==> src/rtl/mult_32_bit_seq_if.sv <==
// Operand/result bundle for the sequential 32x32 multiplier.
// The master drives operands and start; the slave returns status and the 64-bit product.
interface mult_32_bit_seq_if;
    logic        start;
    logic        signed_mode;
    logic [31:0] a;
    logic [31:0] b;
    logic        busy;
    logic        done;
    logic [31:0] hi;
    logic [31:0] lo;

    modport master (
        output start, signed_mode, a, b,
        input  busy, done, hi, lo
    );

    modport slave (
        input  start, signed_mode, a, b,
        output busy, done, hi, lo
    );
endinterface

==> src/rtl/mult_32_bit_seq.sv <==
// Radix-2 shift-add multiplier: 32 iterations on operand magnitudes, sign applied
// to the 64-bit product on the final step. Supports unsigned and two's-complement modes.
module mult_32_bit_seq (
    input  logic               clk,
    input  logic               reset,
    mult_32_bit_seq_if.slave   mul
);
    typedef enum logic [1:0] {
        IDLE = 2'd0,
        RUN  = 2'd1,
        DONE = 2'd2
    } state_t;

    state_t      state_q, state_d;
    logic [63:0] acc_q, acc_d;
    logic [31:0] mcand_q, mcand_d;
    logic [4:0]  cnt_q, cnt_d;
    logic        sign_q, sign_d;
    logic [31:0] hi_q, hi_d;
    logic [31:0] lo_q, lo_d;

    logic [31:0] mag_a, mag_b;
    logic [32:0] sum;
    logic [63:0] step;

    // Negating 0x80000000 yields 0x80000000, which is the correct magnitude read as unsigned.
    assign mag_a = (mul.signed_mode && mul.a[31]) ? (32'd0 - mul.a) : mul.a;
    assign mag_b = (mul.signed_mode && mul.b[31]) ? (32'd0 - mul.b) : mul.b;

    // Upper 33 bits hold the carry of the add so the shift never loses it.
    assign sum  = {1'b0, acc_q[63:32]} + (acc_q[0] ? {1'b0, mcand_q} : 33'd0);
    assign step = {sum, acc_q[31:1]};

    always_comb begin
        state_d = state_q;
        acc_d   = acc_q;
        mcand_d = mcand_q;
        cnt_d   = cnt_q;
        sign_d  = sign_q;
        hi_d    = hi_q;
        lo_d    = lo_q;
        case (state_q)
            IDLE: begin
                if (mul.start) begin
                    state_d = RUN;
                    mcand_d = mag_a;
                    acc_d   = {32'd0, mag_b};
                    cnt_d   = 5'd0;
                    sign_d  = mul.signed_mode & (mul.a[31] ^ mul.b[31]);
                end
            end
            RUN: begin
                acc_d = step;
                cnt_d = cnt_q + 5'd1;
                if (cnt_q == 5'd31) begin
                    state_d = DONE;
                    {hi_d, lo_d} = sign_q ? (64'd0 - step) : step;
                end
            end
            DONE: begin
                state_d = IDLE;
            end
            default: begin
                state_d = IDLE;
            end
        endcase
    end

    always_ff @(posedge clk) begin
        if (reset) begin
            state_q <= IDLE;
            acc_q   <= 64'd0;
            mcand_q <= 32'd0;
            cnt_q   <= 5'd0;
            sign_q  <= 1'b0;
            hi_q    <= 32'd0;
            lo_q    <= 32'd0;
        end else begin
            state_q <= state_d;
            acc_q   <= acc_d;
            mcand_q <= mcand_d;
            cnt_q   <= cnt_d;
            sign_q  <= sign_d;
            hi_q    <= hi_d;
            lo_q    <= lo_d;
        end
    end

    assign mul.busy = (state_q == RUN);
    assign mul.done = (state_q == DONE);
    assign mul.hi   = hi_q;
    assign mul.lo   = lo_q;
endmodule

==> src/flat_wrapper.sv <==
// flat-port wrapper written by rule: the top's interface ports become plain ports
module mult_32_bit_seq_flat 
  (clk, reset, mul_start, mul_signed_mode, mul_a, mul_b, mul_busy, mul_done, mul_hi, mul_lo);
  mult_32_bit_seq_if mul_i ();
  input  logic clk;
  input  logic reset;
  input wire logic [$bits(mul_i.start)-1:0] mul_start;
  input wire logic [$bits(mul_i.signed_mode)-1:0] mul_signed_mode;
  input wire logic [$bits(mul_i.a)-1:0] mul_a;
  input wire logic [$bits(mul_i.b)-1:0] mul_b;
  output wire logic [$bits(mul_i.busy)-1:0] mul_busy;
  output wire logic [$bits(mul_i.done)-1:0] mul_done;
  output wire logic [$bits(mul_i.hi)-1:0] mul_hi;
  output wire logic [$bits(mul_i.lo)-1:0] mul_lo;
  assign mul_i.start = mul_start;
  assign mul_i.signed_mode = mul_signed_mode;
  assign mul_i.a = mul_a;
  assign mul_i.b = mul_b;
  assign mul_busy = mul_i.busy;
  assign mul_done = mul_i.done;
  assign mul_hi = mul_i.hi;
  assign mul_lo = mul_i.lo;
  mult_32_bit_seq u_core (.clk(clk), .reset(reset), .mul(mul_i));
endmodule
==> config.mk <==
export PLATFORM = sky130hd
export DESIGN_NAME = mult_32_bit_seq_flat
export DESIGN_NICKNAME = d
export VERILOG_FILES = /design/src/rtl/mult_32_bit_seq_if.sv /design/src/rtl/mult_32_bit_seq.sv /design/src/flat_wrapper.sv
export SDC_FILE = /design/constraint.sdc
export NUM_CORES = 1
export LEC_CHECK = 0
export CAP_MARGIN = 5
export CORE_MARGIN = 3
export CORE_UTILIZATION = 50
export DETAILED_ROUTE_END_ITERATION = 10
export PLACE_DENSITY = 0.78
export SLEW_MARGIN = 20
export SYNTH_ARGS = -nofsm -noshare
export SYNTH_HDL_FRONTEND = slang
export SYNTH_SLANG_ARGS = --single-unit
==> constraint.sdc <==
create_clock -name clk -period 5.6 [get_ports clk]
set_input_delay 1.12 -clock clk [delete_from_list [all_inputs] [get_ports clk]]
set_output_delay 1.12 -clock clk [all_outputs]
set_load 0.1 [all_outputs]
==> flow_results.xml <==
<?xml version="1.0" encoding="UTF-8"?>
<metrics>
  <group name="drt">
    <metric name="first_pass_iters" unit="">7</metric>
    <metric name="drc" unit="">0</metric>
    <metric name="drt_wl_total" unit="mm">34.0</metric>
    <metric name="vias_per_cell" unit="">6.13</metric>
    <metric name="drt_first_iter_violations" unit="">989</metric>
    <metric name="wirelength_per_cell" unit="um">18.5</metric>
    <metric name="num_vias" unit="">11300</metric>
    <metric name="antenna_violating_nets_post_route" unit="">0</metric>
  </group>
  <group name="floorplanning">
    <metric name="core" unit="um2">21900</metric>
    <metric name="initial_core_util" unit="">0.511</metric>
    <metric name="die_w" unit="um">156</metric>
    <metric name="floorplan.rows" unit="">54</metric>
    <metric name="die_height" unit="um">156</metric>
    <metric name="design.die.area" unit="um2">24200</metric>
    <metric name="ioPinCount" unit="">134</metric>
  </group>
  <group name="power">
    <metric name="max-vdd-ir-drop" unit="mV">0.165</metric>
    <metric name="cellLeakagePower" unit="nW">4.80</metric>
    <metric name="power_per_cell_area" unit="nW/um2">228</metric>
  </group>
  <group name="setup_path">
    <metric name="regToRegSetupSlack" unit="ns">0.87</metric>
    <metric name="arrival" unit="ns">5.09</metric>
    <metric name="worst-endpoint-required" unit="ns">5.96</metric>
    <metric name="r2r_start" unit="">u_core.acc_q[0]</metric>
    <metric name="type_of_the_setup_path_with_the_least_slack" unit="">reg2reg</metric>
    <metric name="cp-end-kind" unit="">flop</metric>
    <metric name="max_fo_critical_path" unit="">33</metric>
    <metric name="critical_path.startpoint_type" unit="">flop</metric>
    <metric name="worstReg2RegEnd" unit="">u_core.mul.hi[26]</metric>
    <metric name="worst-r2r-cell-count" unit="">12</metric>
  </group>
  <group name="timing">
    <metric name="setup_violations" unit="">0</metric>
    <metric name="hold_violations" unit="">0</metric>
    <metric name="finalCritPeriodShare" unit="">0.845</metric>
    <metric name="finalCriticalPeriod" unit="ns">4.73</metric>
    <metric name="timing_worst_slew_pin_value" unit="ns">1.02</metric>
    <metric name="finalSetupTns" unit="ns">0</metric>
    <metric name="slew-limit-headroom" unit="">0.321</metric>
    <metric name="finalMaxSlewViolations" unit="">0</metric>
    <metric name="worst_clock_skew" unit="ns">0.0127</metric>
    <metric name="finalWorstSetupSlack" unit="ns">0.869</metric>
    <metric name="maxClockFrequency" unit="MHz">211</metric>
    <metric name="rsz0062_at_grt" unit="">false</metric>
  </group>
  <group name="synth">
    <metric name="syn_area" unit="um2">11200</metric>
    <metric name="number_of_enable_flip_flop_cells_after_synthesis" unit="">0</metric>
    <metric name="share_of_the_yosys_chip_area_belonging_to_registers" unit="">0.301</metric>
    <metric name="warning_count_from_the_yosys_run" unit="">0</metric>
    <metric name="synth.ff_latch_count" unit="">168</metric>
    <metric name="synth_top_cells_by_area" unit="">sky130_fd_sc_hd__dfxtp_1 30%, sky130_fd_sc_hd__xor2_1 6.3%, sky130_fd_sc_hd__nor2_1 6.0%, sky130_fd_sc_hd__a211oi_1 6.0%, sky130_fd_sc_hd__a21oi_1 6.0%</metric>
    <metric name="main_combinational_cell_family_by_area_after_synthesis" unit="">compound AO/OA/AOI/OAI gates</metric>
    <metric name="synthCells" unit="">1473</metric>
    <metric name="synth_xor_xnor_area_share" unit="">0.0948</metric>
    <metric name="synth_fp_nets" unit="">1579</metric>
    <metric name="synth_area_leader_cell" unit="">sky130_fd_sc_hd__dfxtp_1</metric>
    <metric name="synthSimpleGateAreaFrac" unit="">0.247</metric>
    <metric name="synth_cell_types" unit="">76</metric>
    <metric name="synth_mux_area_frac" unit="">0.00918</metric>
    <metric name="syn_avg_cell_area" unit="um2">7.59</metric>
    <metric name="postSynth.asyncResetShare" unit="">0</metric>
    <metric name="synth_compound_area_frac" unit="">0.269</metric>
    <metric name="synthAdderAreaFrac" unit="">0.0432</metric>
    <metric name="yosys_most_used_dff" unit="">sky130_fd_sc_hd__dfxtp_1</metric>
    <metric name="synthDominantCellAreaShare" unit="">0.301</metric>
  </group>
  <group name="placed_design">
    <metric name="port-buffer-count" unit="">133</metric>
    <metric name="placement.setup.worst_slack" unit="ns">0.912</metric>
    <metric name="place.gp.congestion" unit="">0.967</metric>
    <metric name="post-dp-hpwl" unit="mm">25.3</metric>
  </group>
  <group name="global_routing">
    <metric name="grt_pass1_vias" unit="">10100</metric>
    <metric name="grtUsageTotal" unit="">0.272</metric>
    <metric name="global_route.overflow_total" unit="">0</metric>
    <metric name="number_of_antenna_violations_at_the_first_check_in_global_routing" unit="">0</metric>
    <metric name="global_route_wire_length_before_repair" unit="mm">53.1</metric>
    <metric name="grt_max_degree" unit="">93</metric>
  </group>
  <group name="hold_path">
    <metric name="holdCritStartpoint" unit="">u_core.mcand_q[21]</metric>
    <metric name="worst_hold_class" unit="">reg2reg</metric>
    <metric name="hold_end" unit="">u_core.mcand_q[21]</metric>
    <metric name="min_delay_path_depth" unit="">2</metric>
  </group>
  <group name="clock_network">
    <metric name="numCtsBuffers" unit="">17</metric>
    <metric name="ctsHtreeMaxLevel" unit="">4</metric>
    <metric name="path_clk_slew" unit="ns">0.07</metric>
    <metric name="cts_hold_buffers" unit="">0</metric>
    <metric name="cts_root_buf" unit="">sky130_fd_sc_hd__clkbuf_16</metric>
    <metric name="clock_tree_buffer_depth" unit="">2</metric>
    <metric name="cts_setup_buffers" unit="">0</metric>
    <metric name="cts_tree" unit="">built</metric>
    <metric name="ctsResizeCount" unit="">0</metric>
    <metric name="cts_num_sinks" unit="">168</metric>
    <metric name="clk_latency" unit="ns">0.44</metric>
  </group>
  <group name="final_layout">
    <metric name="num-nets-final" unit="">1653</metric>
    <metric name="n_antenna_cell" unit="">0</metric>
    <metric name="final_cell_mix" unit="">178 x sky130_fd_sc_hd__nor2_1, 167 x sky130_fd_sc_hd__dfxtp_1, 160 x sky130_fd_sc_hd__nand2_1, 133 x sky130_fd_sc_hd__a21oi_1, 131 x sky130_fd_sc_hd__clkdlybuf4s50_1</metric>
    <metric name="layout.cells.most_common" unit="">sky130_fd_sc_hd__nor2_1</metric>
    <metric name="regArea" unit="um2">3360</metric>
    <metric name="layout-drive-gt1-share" unit="">0.0532</metric>
    <metric name="flow.area_growth_from_synthesis" unit="%">18.7</metric>
    <metric name="area_used_by_multi_input_combinational_logic" unit="um2">7410</metric>
    <metric name="fill_cells" unit="">2072</metric>
  </group>
  <group name="job">
    <metric name="drv.max_cap_violation_count" unit="">0</metric>
  </group>
  <group name="run_status">
    <metric name="outcome" unit="">complete, no violations</metric>
  </group>
</metrics>
==> area by class of cell <==
type                    instances  share of cell area
clock buffers                  17              0.0321
clock inverters                15              0.0155
inverters                      17             0.00481
multi-input cells            1196               0.559
flip-flops and latches        168               0.254
well taps                     280              0.0264
repair buffers                147               0.109
==> registers in the layout, indices dropped and copies added (netlist names) <==
| signal | count |
|---|---|
| u_core.state_q | 2 |
| u_core.mul.lo | 32 |
| u_core.mul.hi | 32 |
| u_core.sign_q | 1 |
| u_core.acc_q | 64 |
| u_core.mcand_q | 32 |
| u_core.cnt_q | 5 |
==> critical path: stages, from the launching register on <==
cell and delay (ns):
sky130_fd_sc_hd__dfxtp_1 0.81, sky130_fd_sc_hd__and2_1 0.25, sky130_fd_sc_hd__ha_1 0.21, sky130_fd_sc_hd__fa_1 0.49, sky130_fd_sc_hd__or4_1 0.61, sky130_fd_sc_hd__or4b_4 0.58, sky130_fd_sc_hd__a2111oi_4 0.34, sky130_fd_sc_hd__nand3b_2 0.15
sky130_fd_sc_hd__or3_4 0.40, sky130_fd_sc_hd__nor4b_4 0.27, sky130_fd_sc_hd__a31oi_1 0.15, sky130_fd_sc_hd__xor2_1 0.19, sky130_fd_sc_hd__a211oi_2 0.21
==> layer usage <==
metal,routed length (um),global-route usage,vias up
met1,15700,0.397,5253
met4,812,0.0796,0
met2,14700,0.411,415
li1,-,-,5564
met3,2740,0.0470,55
met5,0,0,-
==> power by group <==
group	switching [mW]	internal, mW	total [mW]	leakage [nW]
clock network	0.579	0.686	1.26	0.304
registers	0.0542	1.24	1.29	1.37
logic	0.288	0.185	0.473	3.13
==> kinds of logic (layout without fill, tap and decap cells) <==
| family | count (synthesis) | after routing |
|---|---|---|
| buf+inv | 109 | 196 |
| flops | 168 | 168 |
| mux | 10 | 10 |
| compound gates | 454 | 454 |
| xor+xnor | 121 | 121 |
| fa+ha+maj | 38 | 38 |
| simple gates | 573 | 573 |
==> Yosys cell counts, types with 3 or more instances <==
cell,instances
sky130_fd_sc_hd__o211ai_1,11
sky130_fd_sc_hd__nand3_1,53
sky130_fd_sc_hd__o41ai_1,9
sky130_fd_sc_hd__or3_4,3
sky130_fd_sc_hd__a22oi_1,32
sky130_fd_sc_hd__and2_1,50
sky130_fd_sc_hd__nand4_1,10
sky130_fd_sc_hd__nor3_1,22
sky130_fd_sc_hd__a211oi_1,89
sky130_fd_sc_hd__xor2_1,80
sky130_fd_sc_hd__or3_1,20
sky130_fd_sc_hd__a311oi_1,7
sky130_fd_sc_hd__o22ai_1,3
sky130_fd_sc_hd__nor2b_1,3
sky130_fd_sc_hd__o31ai_1,28
sky130_fd_sc_hd__inv_1,16
sky130_fd_sc_hd__a31oi_1,17
sky130_fd_sc_hd__or4_1,8
sky130_fd_sc_hd__a21oi_1,133
sky130_fd_sc_hd__or2_2,6
sky130_fd_sc_hd__o21a_1,10
sky130_fd_sc_hd__clkbuf_1,88
sky130_fd_sc_hd__a221oi_1,4
sky130_fd_sc_hd__buf_1,4
sky130_fd_sc_hd__xnor2_1,41
sky130_fd_sc_hd__nor4_1,15
sky130_fd_sc_hd__o21ai_0,64
sky130_fd_sc_hd__nand2_1,161
sky130_fd_sc_hd__a21o_1,11
sky130_fd_sc_hd__and3_1,11
sky130_fd_sc_hd__o2111ai_1,4
sky130_fd_sc_hd__ha_1,37
sky130_fd_sc_hd__nand2b_1,6
sky130_fd_sc_hd__nor2_1,179
sky130_fd_sc_hd__and4_1,8
sky130_fd_sc_hd__nor3b_1,3
sky130_fd_sc_hd__mux2i_1,8
sky130_fd_sc_hd__dfxtp_1,168
==> how the worst max path moves through the flow <==
stage	endpoint	slack (ns)	cells after the start	start
floorplan	u_core.mul.hi[26]	1.54	13	u_core.acc_q[0]
global placement	u_core.mul.hi[22]	1.09	12	u_core.acc_q[0]
detailed placement	u_core.mul.hi[26]	0.91	12	u_core.acc_q[0]
CTS	u_core.mul.hi[26]	0.89	12	u_core.acc_q[0]
global route	u_core.mul.hi[27]	0.49	12	u_core.acc_q[0]
finish	u_core.mul.hi[26]	0.87	12	u_core.acc_q[0]
==> per-stage QoR <==
stage               std cells  total power, mW   util  hold WS (ns)  area [um2]
floorplan                1473             1.61      -         0.427       11200
global route             1840             3.14  0.606         0.468       13300
detailed placement       1808             1.78  0.577         0.442       12600
finish                   1840             3.03  0.606         0.449       13300
global placement         1808             1.77  0.577         0.435       12600
CTS                      1840             3.03  0.606         0.451       13300
Note: power is estimated with default switching activity, not from simulation.
